===== config.mk =====
export PLATFORM = sky130hd
export DESIGN_NAME = registro_mortes
export DESIGN_NICKNAME = d
export VERILOG_FILES = /design/src/rtl/lobinho_pkg.sv /design/src/rtl/id_legal.sv /design/src/rtl/registro_mortes.sv
export SDC_FILE = /design/constraint.sdc
export NUM_CORES = 1
export LEC_CHECK = 0
export CORE_MARGIN = 4
export CORE_UTILIZATION = 50
export CTS_CLUSTER_SIZE = 25
export DETAILED_ROUTE_END_ITERATION = 8
export GPL_TIMING_DRIVEN = 0
export PLACE_DENSITY = 0.87
export SYNTH_ARGS = -nofsm -noshare
export SYNTH_HDL_FRONTEND = slang
export SYNTH_SLANG_ARGS = --single-unit

===== constraint.sdc =====
create_clock -name clock -period 2.2 [get_ports clock]
set_clock_uncertainty 0.2 [all_clocks]
set_input_delay 0.22 -clock clock [delete_from_list [all_inputs] [get_ports clock]]
set_output_delay 0.22 -clock clock [all_outputs]
set_load 0.05 [all_outputs]

===== src/rtl/lobinho_pkg.sv =====
// lobinho_pkg: shared game constants and phase encoding
package lobinho_pkg;
    localparam int N_JOGADORES = 5;
    localparam int ID_W = 3;
    localparam logic [ID_W-1:0] ID_PULA = 3'd7;
    typedef enum logic [1:0] {
        ESPERA  = 2'b00,
        NOITE   = 2'b01,
        RESOLVE = 2'b10,
        DIA     = 2'b11
    } fase_t;
endpackage


===== src/rtl/id_legal.sv =====
// id_legal: a player id is legal when it names a real player who is still alive
module id_legal #(
    parameter int N = 5,
    parameter int W = 3
) (
    input  logic [W-1:0] id,
    input  logic [N-1:0] mortes,
    output logic         legal
);
    // Pad the dead vector to the full id range so every id value indexes safely
    logic [2**W-1:0] mortes_ext;
    assign mortes_ext = {{(2**W-N){1'b0}}, mortes};
    assign legal = (int'(id) < N) && !mortes_ext[id];
endmodule


===== src/rtl/registro_mortes.sv =====
// registro_mortes: round sequencer that keeps the sticky dead-player vector
module registro_mortes
    import lobinho_pkg::*;
(
    input  logic                   clock,
    input  logic                   reset_n,
    input  logic                   reinicia,
    input  logic                   inicio_noite,
    input  logic                   alvo_valid,
    input  logic [ID_W-1:0]        alvo_id,
    input  logic                   protege_valid,
    input  logic [ID_W-1:0]        protege_id,
    input  logic                   fim_noite,
    input  logic                   voto_valid,
    input  logic [ID_W-1:0]        voto_id,
    output logic [N_JOGADORES-1:0] mortes,
    output logic                   morte_valid,
    output logic [ID_W-1:0]        morte_id,
    output logic                   erro,
    output logic [1:0]             fase
);
    fase_t                  fase_q, fase_d;
    logic [N_JOGADORES-1:0] mortes_q, mortes_d;
    logic                   morte_valid_q, morte_valid_d;
    logic [ID_W-1:0]        morte_id_q, morte_id_d;
    logic                   erro_q, erro_d;
    logic [ID_W-1:0]        alvo_q, alvo_d, prot_q, prot_d;
    logic                   alvo_set_q, alvo_set_d, prot_set_q, prot_set_d;
    logic                   alvo_ok, prot_ok, voto_ok;

    id_legal #(.N(N_JOGADORES), .W(ID_W)) u_alvo (.id(alvo_id), .mortes(mortes_q), .legal(alvo_ok));
    id_legal #(.N(N_JOGADORES), .W(ID_W)) u_prot (.id(protege_id), .mortes(mortes_q), .legal(prot_ok));
    id_legal #(.N(N_JOGADORES), .W(ID_W)) u_voto (.id(voto_id), .mortes(mortes_q), .legal(voto_ok));

    // Next-state: phase sequencing, night latches, kills and error pulses
    always_comb begin
        fase_d        = fase_q;
        mortes_d      = mortes_q;
        morte_valid_d = 1'b0;
        morte_id_d    = morte_id_q;
        erro_d        = 1'b0;
        alvo_d        = alvo_q;
        alvo_set_d    = alvo_set_q;
        prot_d        = prot_q;
        prot_set_d    = prot_set_q;
        if (reinicia) begin
            fase_d     = ESPERA;
            mortes_d   = '0;
            morte_id_d = '0;
            alvo_set_d = 1'b0;
            prot_set_d = 1'b0;
        end else begin
            case (fase_q)
                ESPERA: if (inicio_noite) begin
                    fase_d     = NOITE;
                    alvo_set_d = 1'b0;
                    prot_set_d = 1'b0;
                end
                NOITE: begin
                    if (alvo_valid) begin
                        if (alvo_ok) begin
                            alvo_d     = alvo_id;
                            alvo_set_d = 1'b1;
                        end else erro_d = 1'b1;
                    end
                    if (protege_valid) begin
                        if (prot_ok) begin
                            prot_d     = protege_id;
                            prot_set_d = 1'b1;
                        end else erro_d = 1'b1;
                    end
                    if (fim_noite) fase_d = RESOLVE;
                end
                RESOLVE: begin
                    fase_d = DIA;
                    if (alvo_set_q && !(prot_set_q && prot_q == alvo_q)) begin
                        mortes_d[alvo_q] = 1'b1;
                        morte_valid_d    = 1'b1;
                        morte_id_d       = alvo_q;
                    end
                end
                DIA: if (voto_valid) begin
                    if (voto_ok) begin
                        mortes_d[voto_id] = 1'b1;
                        morte_valid_d     = 1'b1;
                        morte_id_d        = voto_id;
                        fase_d            = ESPERA;
                    end else if (voto_id == ID_PULA) fase_d = ESPERA;
                    else erro_d = 1'b1;
                end
                default: fase_d = ESPERA;
            endcase
        end
    end

    // State and output registers with asynchronous clear
    always_ff @(posedge clock or negedge reset_n) begin
        if (!reset_n) begin
            fase_q        <= ESPERA;
            mortes_q      <= '0;
            morte_valid_q <= 1'b0;
            morte_id_q    <= '0;
            erro_q        <= 1'b0;
            alvo_q        <= '0;
            alvo_set_q    <= 1'b0;
            prot_q        <= '0;
            prot_set_q    <= 1'b0;
        end else begin
            fase_q        <= fase_d;
            mortes_q      <= mortes_d;
            morte_valid_q <= morte_valid_d;
            morte_id_q    <= morte_id_d;
            erro_q        <= erro_d;
            alvo_q        <= alvo_d;
            alvo_set_q    <= alvo_set_d;
            prot_q        <= prot_d;
            prot_set_q    <= prot_set_d;
        end
    end

    assign fase        = fase_q;
    assign mortes      = mortes_q;
    assign morte_valid = morte_valid_q;
    assign morte_id    = morte_id_q;
    assign erro        = erro_q;
endmodule


* Word level (Yosys, flattened, before mapping)
Cells that the tools add are included.
** Storage, ports and cells
- Flip-flop bits (word level) :: 20
- Logic and storage cells :: 106
- Output and inout port bits :: 12
** Cells by class
- Mux-type cells :: 50
- Magnitude comparators :: 9
- Eq/ne operators :: 15
- Bitwise gates (word level) :: 3
- Reductions and logical operators :: 20
** Operators by type and width (count)
- $mux 1 :: 24
- $ne 3x3->1 const B :: 8
- $reduce_and 4->1 :: 6
- $mux 5 :: 4
- $lt 3x4->1 const B :: 4
- $mux 2 :: 6
- $mux 3 :: 4
- $or 5x5->5 :: 2
- $pmux 5 s2 :: 1
- $bmux 1 s3 :: 3
- $lt 3x3->1 const B :: 3
- $pmux 1 s2 :: 4
- $pmux 2 s4 :: 1
- $logic_and 1x1->1 :: 7
- $demux 1 s3 :: 2
- $ge 3x1->1 const B :: 2
- $pmux 3 s2 :: 1
- $reduce_bool 3->1 :: 2
- $eq 2x2->1 const B :: 2
- $logic_not 1->1 :: 4
- $ne 4x3->1 const B :: 1
- $eq 3x3->1 :: 1
- $eq 3x3->1 const B :: 1
- $ne 3x2->1 const B :: 1
- other kinds (3) :: 3

* Logic depth before layout (Yosys ltp)
Gate-level depths: netlist of the first run.
- Word-level depth :: 10
- Gate-level depth with buffers :: 7
- Gate-level depth less buffers :: 7

* Modules after synthesis
A second synthesis of the first run with hierarchy kept.
** Unflattened totals
- Cell total of the unflattened synthesis :: 130
- Area total of the unflattened synthesis :: 1358.8 um^2
** Modules (own cells, without submodules)
- registro_mortes :: area an instance 1216.2 um^2, cells an instance 115, sequential area each 500.5 um^2, times used 1
- id_legal :: area an instance 47.5 um^2, cells an instance 5, sequential area each 0.0 um^2, times used 3

* Worst setup path before layout of the first run
Ideal clock, no wire load.
- Kind :: reg2reg
- From :: reg fase_q[1] (netlist: fase[1])
- To :: reg morte_id_q[0] (netlist: morte_id[0])
- Setup time :: 0.125 ns
- Required time :: 1.875 ns
- Clock period less this slack :: 2.263 ns
- Path slack :: -0.063 ns
- Stages on the path, launching flop included :: 8
- Data arrival time :: 1.938 ns
- Path through :: dfrtp_1 -> ha_1 -> buf_2 -> inv_1 -> nor3_1 -> a31o_2 -> a21oi_4 -> mux2_4
** On the way
- Longest elaborated chain between the ends :: 3
- Elaborated cells on any way between the ends :: 9
** RTL lines
- start, declared :: RTL line registro_mortes.sv:22 : fase_t fase_q, fase_d;
- start signal, assigned :: RTL line registro_mortes.sv:109 : fase_q <= fase_d;
- $eq 2x2->1 :: RTL line registro_mortes.sv:53 : case (fase_q)
- $ne 3x2->1 (no line), or another cell as far along
- $reduce_and 4->1 (no line) / $mux 3 (equally long branches)
- end signal, assigned :: RTL line registro_mortes.sv:112 : morte_id_q <= morte_id_d;
- end, declared :: RTL line registro_mortes.sv:25 : logic [ID_W-1:0] morte_id_q, morte_id_d;
Parallel ways exist; a longest one is shown, timed or not.
A chain may end at the register's enable or synchronous reset.

* Final worst setup path of the first run
- From :: reg fase_q[0] (netlist: fase[0])
- To :: reg mortes_q[0] (netlist: mortes[0])
** On the way
- Longest elaborated chain between the ends :: 3
- Elaborated cells on any way between the ends :: 9
** RTL lines
- $eq 2x2->1 :: RTL line registro_mortes.sv:53
- $ne 3x2->1 (no line), or another cell as far along
- $reduce_and 4->1 (no line) / $mux 5 (equally long branches)
- end signal, assigned :: RTL line registro_mortes.sv:110 : mortes_q <= mortes_d;
- end, declared :: RTL line registro_mortes.sv:23 : logic [N_JOGADORES-1:0] mortes_q, mortes_d;
Parallel ways exist; a longest one is shown, timed or not.

==> results of run 1 <==
==> critical path: stages (launching register included) <==
cell and delay, ns:
sky130_fd_sc_hd__dfrtp_2 0.46, sky130_fd_sc_hd__ha_1 0.20, sky130_fd_sc_hd__buf_2 0.17, sky130_fd_sc_hd__inv_2 0.10, sky130_fd_sc_hd__nor3_2 0.06, sky130_fd_sc_hd__a31o_2 0.28
sky130_fd_sc_hd__buf_4 0.15, sky130_fd_sc_hd__buf_4 0.13, sky130_fd_sc_hd__o41ai_1 0.28
==> power breakdown <==
part / internal [mW] / switching (mW) / total (mW)
clock: 0.0705 / 0.115 / 0.186
sequential: 0.501 / 0.162 / 0.663
combinational: 0.471 / 0.653 / 1.12
==> registers in the layout (all words and copies together), names as in the netlist <==
signal,flops
morte_id,3
erro,1
prot_q,3
morte_valid,1
alvo_set_q,1
mortes,5
alvo_q,3
fase,2
prot_set_q,1
==> synth_stat cells, drive strengths merged <==
library cell,instances
a21o,1
a21oi,7
a31o,3
a31oi,5
a32o,1
a41oi,2
and2,1
and3,2
buf,3
clkbuf,3
dfrtp,20
ha,4
inv,10
mux2,10
mux2i,3
mux4,2
nand2,11
nand2b,3
nand3,1
nor2,9
nor2b,1
nor3,6
nor4,1
nor4b,2
o211ai,1
o21ai,5
o22ai,4
o41ai,5
or4b,2
xor2,3
==> cells by family after synthesis <==
group	count (synthesis)
muxes	15
AOI/OAI and AO/OA	34
adders and majority gates	4
and+or+nand+nor	39
DFF	20
buffers and inverters	16
xor gates and xnor gates	3
==> path summary, 6_finish.rpt <==
| kind | start | end | depth (start not counted) |
|---|---|---|---|
| setup / recovery | fase[0]$_DFFE_PN0P_ | mortes[0]$_DFFE_PN0P_ | 8 |
| hold / removal | voto_id[0] | mortes[1]$_DFFE_PN0P_ | 3 |
| setup reg to reg | fase[0]$_DFFE_PN0P_ | mortes[0]$_DFFE_PN0P_ | 8 |
| max in group asynchronous | reset_n | alvo_q[2]$_DFFE_PN0P_ | 1 |
| hold reg to reg | prot_q[0]$_DFFE_PN0P_ | prot_q[0]$_DFFE_PN0P_ | 1 |
| min in group asynchronous | reset_n | alvo_set_q$_DFFE_PN0P_ | 1 |
==> metrics by stage <==
stage	hold WS (ns)	setup slack [ns]	instances	power [mW]	util [%]
2_1_floorplan	-0.276	0.0836	131	1.40	-
3_5_place_dp	0.305	-0.199	186	1.74	64.2
6_report	0.116	0.0639	193	1.97	67.0
5_1_grt	0.0898	0.00511	193	2.09	67.0
4_1_cts	0.0879	0.0249	190	1.93	65.3
3_3_place_gp	0.296	-0.172	186	1.69	64.2
==> per-layer routing <==
metal	part of all wire, %	global-route usage (%)	vias to the layer above
li1	-	-	548
met1	39	28.6	583
met2	49	37.4	77
met3	8.3	3.70	16
met4	2.8	7.12	0
met5	0	0	-
==> final cells by class <==
| cell class | instances | area share [%] |
|---|---|---|
| Clock buffer | 4 | 1.58 |
| Sequential cell | 20 | 30.4 |
| Inverter | 10 | 2.26 |
| Buffer | 6 | 2.03 |
| Tap cell | 30 | 2.26 |
| Timing Repair Buffer | 28 | 16.4 |
| Multi-Input combinational cell | 95 | 45.1 |
==> what timing repair did <==
item | 4_1_cts | 5_1_grt
resized for setup | 0 | 6
buffers inserted | 0 | 3
hold buffers | 0 | 0
setup endpoints to repair | 0 | 6
==> results list, run 1 <==
- Run status: finished, final reports clean
* Data required time at the worst endpoint: 2.19 ns
* Post-route fraction of the period consumed by the critical path: 97.1%
- For this design the ratio of total power to cell area is 1190 nW/um^2.
- Max Clk Rate: 468 MHz
- In this run the static leakage power is 0.702 nW.
- Placer congestion estimate: 0.903
* Setup-failing EPs final: 0
* Total GRT Usage: 22.1%
- Counting the fill cells in the layout gives 218.
* Instance area after placement: 1590 um^2
- The final layout contains routed wiring with a total length of 3.57 mm.
* Total number of clock tree sinks: 20
- Placed wire-length estimate after detailed placement: 2.63 mm
- Layout-stage area growth over the synthesis result: 27.7%
- Number of pins with negative max-slew slack in the final report: 0
- Most common cell after layout, fill and taps aside: sky130_fd_sc_hd__clkdlybuf4s50_1
* Clock buffer depth: 2
- In this run the worst path has a maximum fanout of 7.
- The number of antenna diodes in the final layout is 0.
* Type of the worst min-delay path: in -> reg
- Yosys top cell by area: sky130_fd_sc_hd__dfrtp_1
- Flop-to-flop setup slack: 0.06 ns
* Simple-gate area share of the yosys netlist: 15.4%
- Yosys mapped the design onto 37 distinct sky130hd cell types.
- Row generation in the floorplan step produced 18 rows.
- Maximum resistive drop on vdd: 0.000928 V
* Core Footprint: 2480 um^2
- Setup repair after global routing left no endpoint under its margin.
- Congestion Overflow GR: 0
- TritonCTS built the clock tree.
* Final-stage net count: 185
- After clock tree synthesis, the clock-pin slew on the worst setup and hold paths is 0.13 ns.
- Proportion of netlist area held by the largest area contributor: 38.5%
- Cell Area, Synth: 1300 um^2
* Slew at the pin closest to its max-slew limit: 0.925 ns
- Share of the yosys chip area belonging to registers: 38.5%
* Post-DR wirelength/cell: 18.5 um
- The number of global-route vias before repair is 1,201.
- Data arrives at the worst endpoint at 2.13 ns.
* Number of port buffers: 25
* Main combinational cell family by area after synthesis: compound AO/OA/AOI/OAI gates
- The sequential cells in the finished layout cover a total of 504 um^2.
- Averaged over all synthesized cells, the footprint is 9.92 um^2.
* First-pass GRT wire length: 5.83 mm
- The synthesized netlist devotes 3.85% of its cell area to adder and majority cells.
- In this run, synthesis produced a sequential element count of 20.
- When the netlist entered floorplanning its net count stood at 152.
- In this run the number of H-tree levels came out at 1.
* Die ar.: 3480 um^2
* Leading cell types in the layout, fill and taps excluded: 25 x sky130_fd_sc_hd__clkdlybuf4s50_1, 17 x sky130_fd_sc_hd__dfrtp_1, 11 x sky130_fd_sc_hd__nand2_1
- Entering global routing, the biggest net connects 21 pins.
- Synthesized-area fraction occupied by ao, oa, aoi and oai cells: 19.4%
* Synthesized instance count: 131
* Startpoint class of the critical path: flip-flop
* Category of the worst setup path capture point: flip-flop
- At the later pin of the worst-skew pair, clock insertion delay measures 0.30 ns.
- The pre-antenna-repair detailed-routing pass consisted of 4 iterations.
- CTS placed an instance of sky130_fd_sc_hd__clkbuf_4 at the clock tree root.
- Type of the setup path with the least slack: reg -> reg
- Fin Setup TNS: 0 ns
- Number of vias per cell: 6.34
- Share of post-route cells with drive strength above 1: 21.5%
- Starting density of the core: 52.5%
* Count of routing violations after the opening detailed-route iteration: 56
- In this run, CTS created clock tree buffers numbering 3.
- Drc violations: 0
- Count of nets left with antenna violations after detail routing: 0
- The routed layout has 1,224 vias.
- Number of max-capacitance violations reported: 0
* Mux cell area share after synthesis: 15.3%
- The synthesized netlist devotes 2.02% of its cell area to XOR and XNOR gates.
* Vert. Die Dim: 59.0 um
* Num ports: 29
- Number of failing hold endpoints at the final stage: 0
- Counting I/O delays and the setup requirement, the final critical path takes 2.14 ns.
- Area of the multi-input gates: 748 um^2
* Antenna violations before repair: 0
- Ranking of synthesized cells by area: sky130_fd_sc_hd__dfrtp_1 38%, sky130_fd_sc_hd__mux2_2 5.2%, sky130_fd_sc_hd__ha_1 3.8%
* Normalized max-slew margin: 38.2%
- Chip Width: 59.0 um
- Final instance area: 1660 um^2
* Yosys warning total: 0
Power figures use the tool's default switching activity.
==> inputs of run 2 (changes only) <==
CAP_MARGIN = 20   (was not set)
SLEW_MARGIN = 20   (was not set)
TNS_END_PERCENT = 30   (was not set)
==> run 2 against run 1 <==
  * First-iteration DRC count increased by 29%
  * Power fell by 1.6%
  * Core utilization shrank 1.5 points
==> results list, run 2 (same netlist as run 1, synthesis figures left out) <==
- The die boundary width came to 59.0 um (unchanged).
* Clock Latency Late Sink: 0.31 ns (about the same)
- Instance area after placement: 1590 um^2 (unchanged)
- The run finished with clean final reports.
- The count of final setup violators was 0 (unchanged).
- Pin count of the biggest net entering global routing: 21 (unchanged)
* Total number of clock tree sinks: 20 (unchanged)
- Number of pins with negative max-slew slack in the final report: 0 (unchanged)
- Leading cell types in the layout, fill and taps excluded: 25 x sky130_fd_sc_hd__clkdlybuf4s50_1, 17 x sky130_fd_sc_hd__dfrtp_1, 11 x sky130_fd_sc_hd__nand2_1
* Sum of buffers and inverters on the critical path: 2 (-2)
- Category of the worst setup path capture point: flip-flop
- Startpoint class of the critical path: flip-flop
- The cell area after layout is 1620 um^2 (-2.3%).
- The floorplan die area is 3480 um^2 (unchanged).
* Tightest hold margin: 0.0944 ns (-0.0215 ns)
* Fin Setup TNS: 0 ns (unchanged)
* Count of routing violations after the opening detailed-route iteration: 72 (+29%)
- Worst-path maximum fanout: 7 (unchanged)
- Max Clk Rate: 468 MHz (-0.13%)
* Vert. Die Dim: 59.0 um (unchanged)
- The number of placed cells counting well taps is 186 (unchanged).
* Wirelength, routed: 3.53 mm (-0.98%)
* Core Footprint: 2480 um^2 (unchanged)
* Design Power: 1.94 mW (-1.6%)
- Layout-stage area growth over the synthesis result: 24.8%
- The maximum number of buffers from clock root to sink came to 2 (unchanged).
- CTS H-tree lvls: 1 (unchanged)
* Most common cell after layout, fill and taps aside: sky130_fd_sc_hd__clkdlybuf4s50_1
- Placer congestion estimate: 0.903 (unchanged)
- First-pass GRT wire length: 5.83 mm (unchanged)
- Final-stage net count: 182 (-1.6%)
* Post-layout min period: 2.14 ns (+0.00269 ns)
- Post-route fraction of the period consumed by the critical path: 97.2% (+0.12 points)
- The wire length per cell was 18.6 um (+0.58%).
- The required time of the worst setup path is 2.18 ns (about the same).
- The slowest stage of the critical path belongs to the cell sky130_fd_sc_hd__dfrtp_2.
- The number of input and output port buffers inserted is 25 (unchanged).
- Number of vias per cell: 6.42 (+1.2%)
* Filler-free cell count of the finished design: 190 (-1.6%)
- Slew at the pin closest to its max-slew limit: 0.914 ns (-0.0102 ns)
* Worst setup slack after layout: 0.0612 ns (-0.00269 ns)
- The cell area power density is 1200 nW/um^2 (+0.68%).
* Total GRT Usage: 22.1% (unchanged)
- The total inserted antenna cells was 0 (unchanged).
- Count of TritonRoute iterations in the first routing pass: 4 (unchanged)
- The number of CTS-inserted buffers came to 3 (unchanged).
* Count of nets left with antenna violations after detail routing: 0 (unchanged)
- The utilization after layout is 65.5% (-1.5 points).
- The post-CTS clock slew at the launch and capture registers of the worst setup and hold paths came to 0.13 ns (about the same).
- TritonCTS built the clock tree.
* Number of failing hold endpoints at the final stage: 0 (unchanged)
- The placement row count came to 18 (unchanged).
- Setup repair after global routing could not meet its margin everywhere.
- The critical path is of the reg -> reg type.
- The post-CTS setup buffer count was 0 (unchanged).
* Normalized max-slew margin: 38.8% (+0.68 points)
- The hold buffer count at cts was 0 (unchanged).
- Worst setup timing slack at the placement stage: -0.199 ns (unchanged)
- The leakage power came to 0.674 nW (-4.0%).
* Num ports: 29 (unchanged)
* Placed wire-length estimate after detailed placement: 2.63 mm (unchanged)
* Area of the multi-input gates: 733 um^2 (-2.0%)
* Starting density of the core: 52.5% (unchanged)
- The tightest min-delay check is of the in -> reg type.
- The number of global-route vias before repair came to 1,201 (unchanged).
- Antenna violations before repair: 0 (unchanged)
- Broken down by cell family, the worst path's largest delay share belongs to compound AO/OA/AOI/OAI gates.
- Number of flip-flops in the largest register: 5 (unchanged)
* Maximum resistive drop on vdd: 0.000911 V (-1.8%)
- The number of fill cells in the layout is 221 (+1.4%).
* Share of post-route cells with drive strength above 1: 18.8% (-2.7 points)
- Sequence of cells on the critical path: ha_1 > buf_2 > inv_2 > nor3_2 > a31o_2 > a21oi_4 > mux2_4
- The total DRC errors in the routed layout was 0 (unchanged).
- The number of vias in the routed layout was 1,220 (-0.33%).
- Buffer cell driving the clock tree root: sky130_fd_sc_hd__clkbuf_4
- The count of cells resized by post-cts repair was 0 (unchanged).
* Congestion Overflow GR: 0 (unchanged)
- The sequential cell area was 504 um^2 (unchanged).
- Maximum cell stage delay along the critical path: 0.46 ns (about the same)
* Data arrival time at the worst-slack endpoint: 2.12 ns (about the same)
- Number of max-capacitance violations reported: 0 (unchanged)
-- run 2: cell count changes in the layout (fill, tap and decap cells not counted), sizes merged --
cell	before	now
buf	6	3
-- run 2: worst register-to-register path, stage by stage, from the launching register on --
cell	delay, ns
sky130_fd_sc_hd__dfrtp_2	0.46
sky130_fd_sc_hd__ha_1	0.20
sky130_fd_sc_hd__buf_2	0.17
sky130_fd_sc_hd__inv_2	0.10
sky130_fd_sc_hd__nor3_2	0.06
sky130_fd_sc_hd__a31o_2	0.29
sky130_fd_sc_hd__a21oi_4	0.21
sky130_fd_sc_hd__mux2_4	0.32
-- run 2: worst paths after layout --
check                      slack [ns]                 endpoint  depth (start not counted)                  start
min in group asynchronous        0.21   alvo_set_q$_DFFE_PN0P_                          1                reset_n
min                              0.09    mortes[1]$_DFFE_PN0P_                          3             voto_id[0]
max in group asynchronous        0.95    alvo_q[2]$_DFFE_PN0P_                          1                reset_n
min reg2reg                      0.34    prot_q[0]$_DFFE_PN0P_                          1  prot_q[0]$_DFFE_PN0P_
max                              0.06  morte_id[0]$_DFFE_PN0P_                          7    fase[0]$_DFFE_PN0P_
max reg2reg                      0.06  morte_id[0]$_DFFE_PN0P_                          7    fase[0]$_DFFE_PN0P_
-- run 2: area by class of cell --
type / count / area share (%)
repair buffers: 25 / 15.4
inverters: 10 / 2.31
multi-input cells: 95 / 45.2
well taps: 30 / 2.31
flip-flops and latches: 20 / 31.1
clock buffers: 4 / 1.62
plain buffers: 6 / 2.08
-- run 2: routing by layer --
metal / wire length [um] / global-route usage [%]
met5: 0 / 0
met4: 107 / 7.12
met3: 272 / 3.70
met2: 1720 / 37.4
met1: 1430 / 28.6
-- run 2: power breakdown --
group          switching (mW)  total, mW  internal, mW  leakage (nW)
clock network           0.114      0.184        0.0706        0.0150
logic                   0.642       1.09         0.451         0.400
registers               0.163      0.664         0.501         0.259
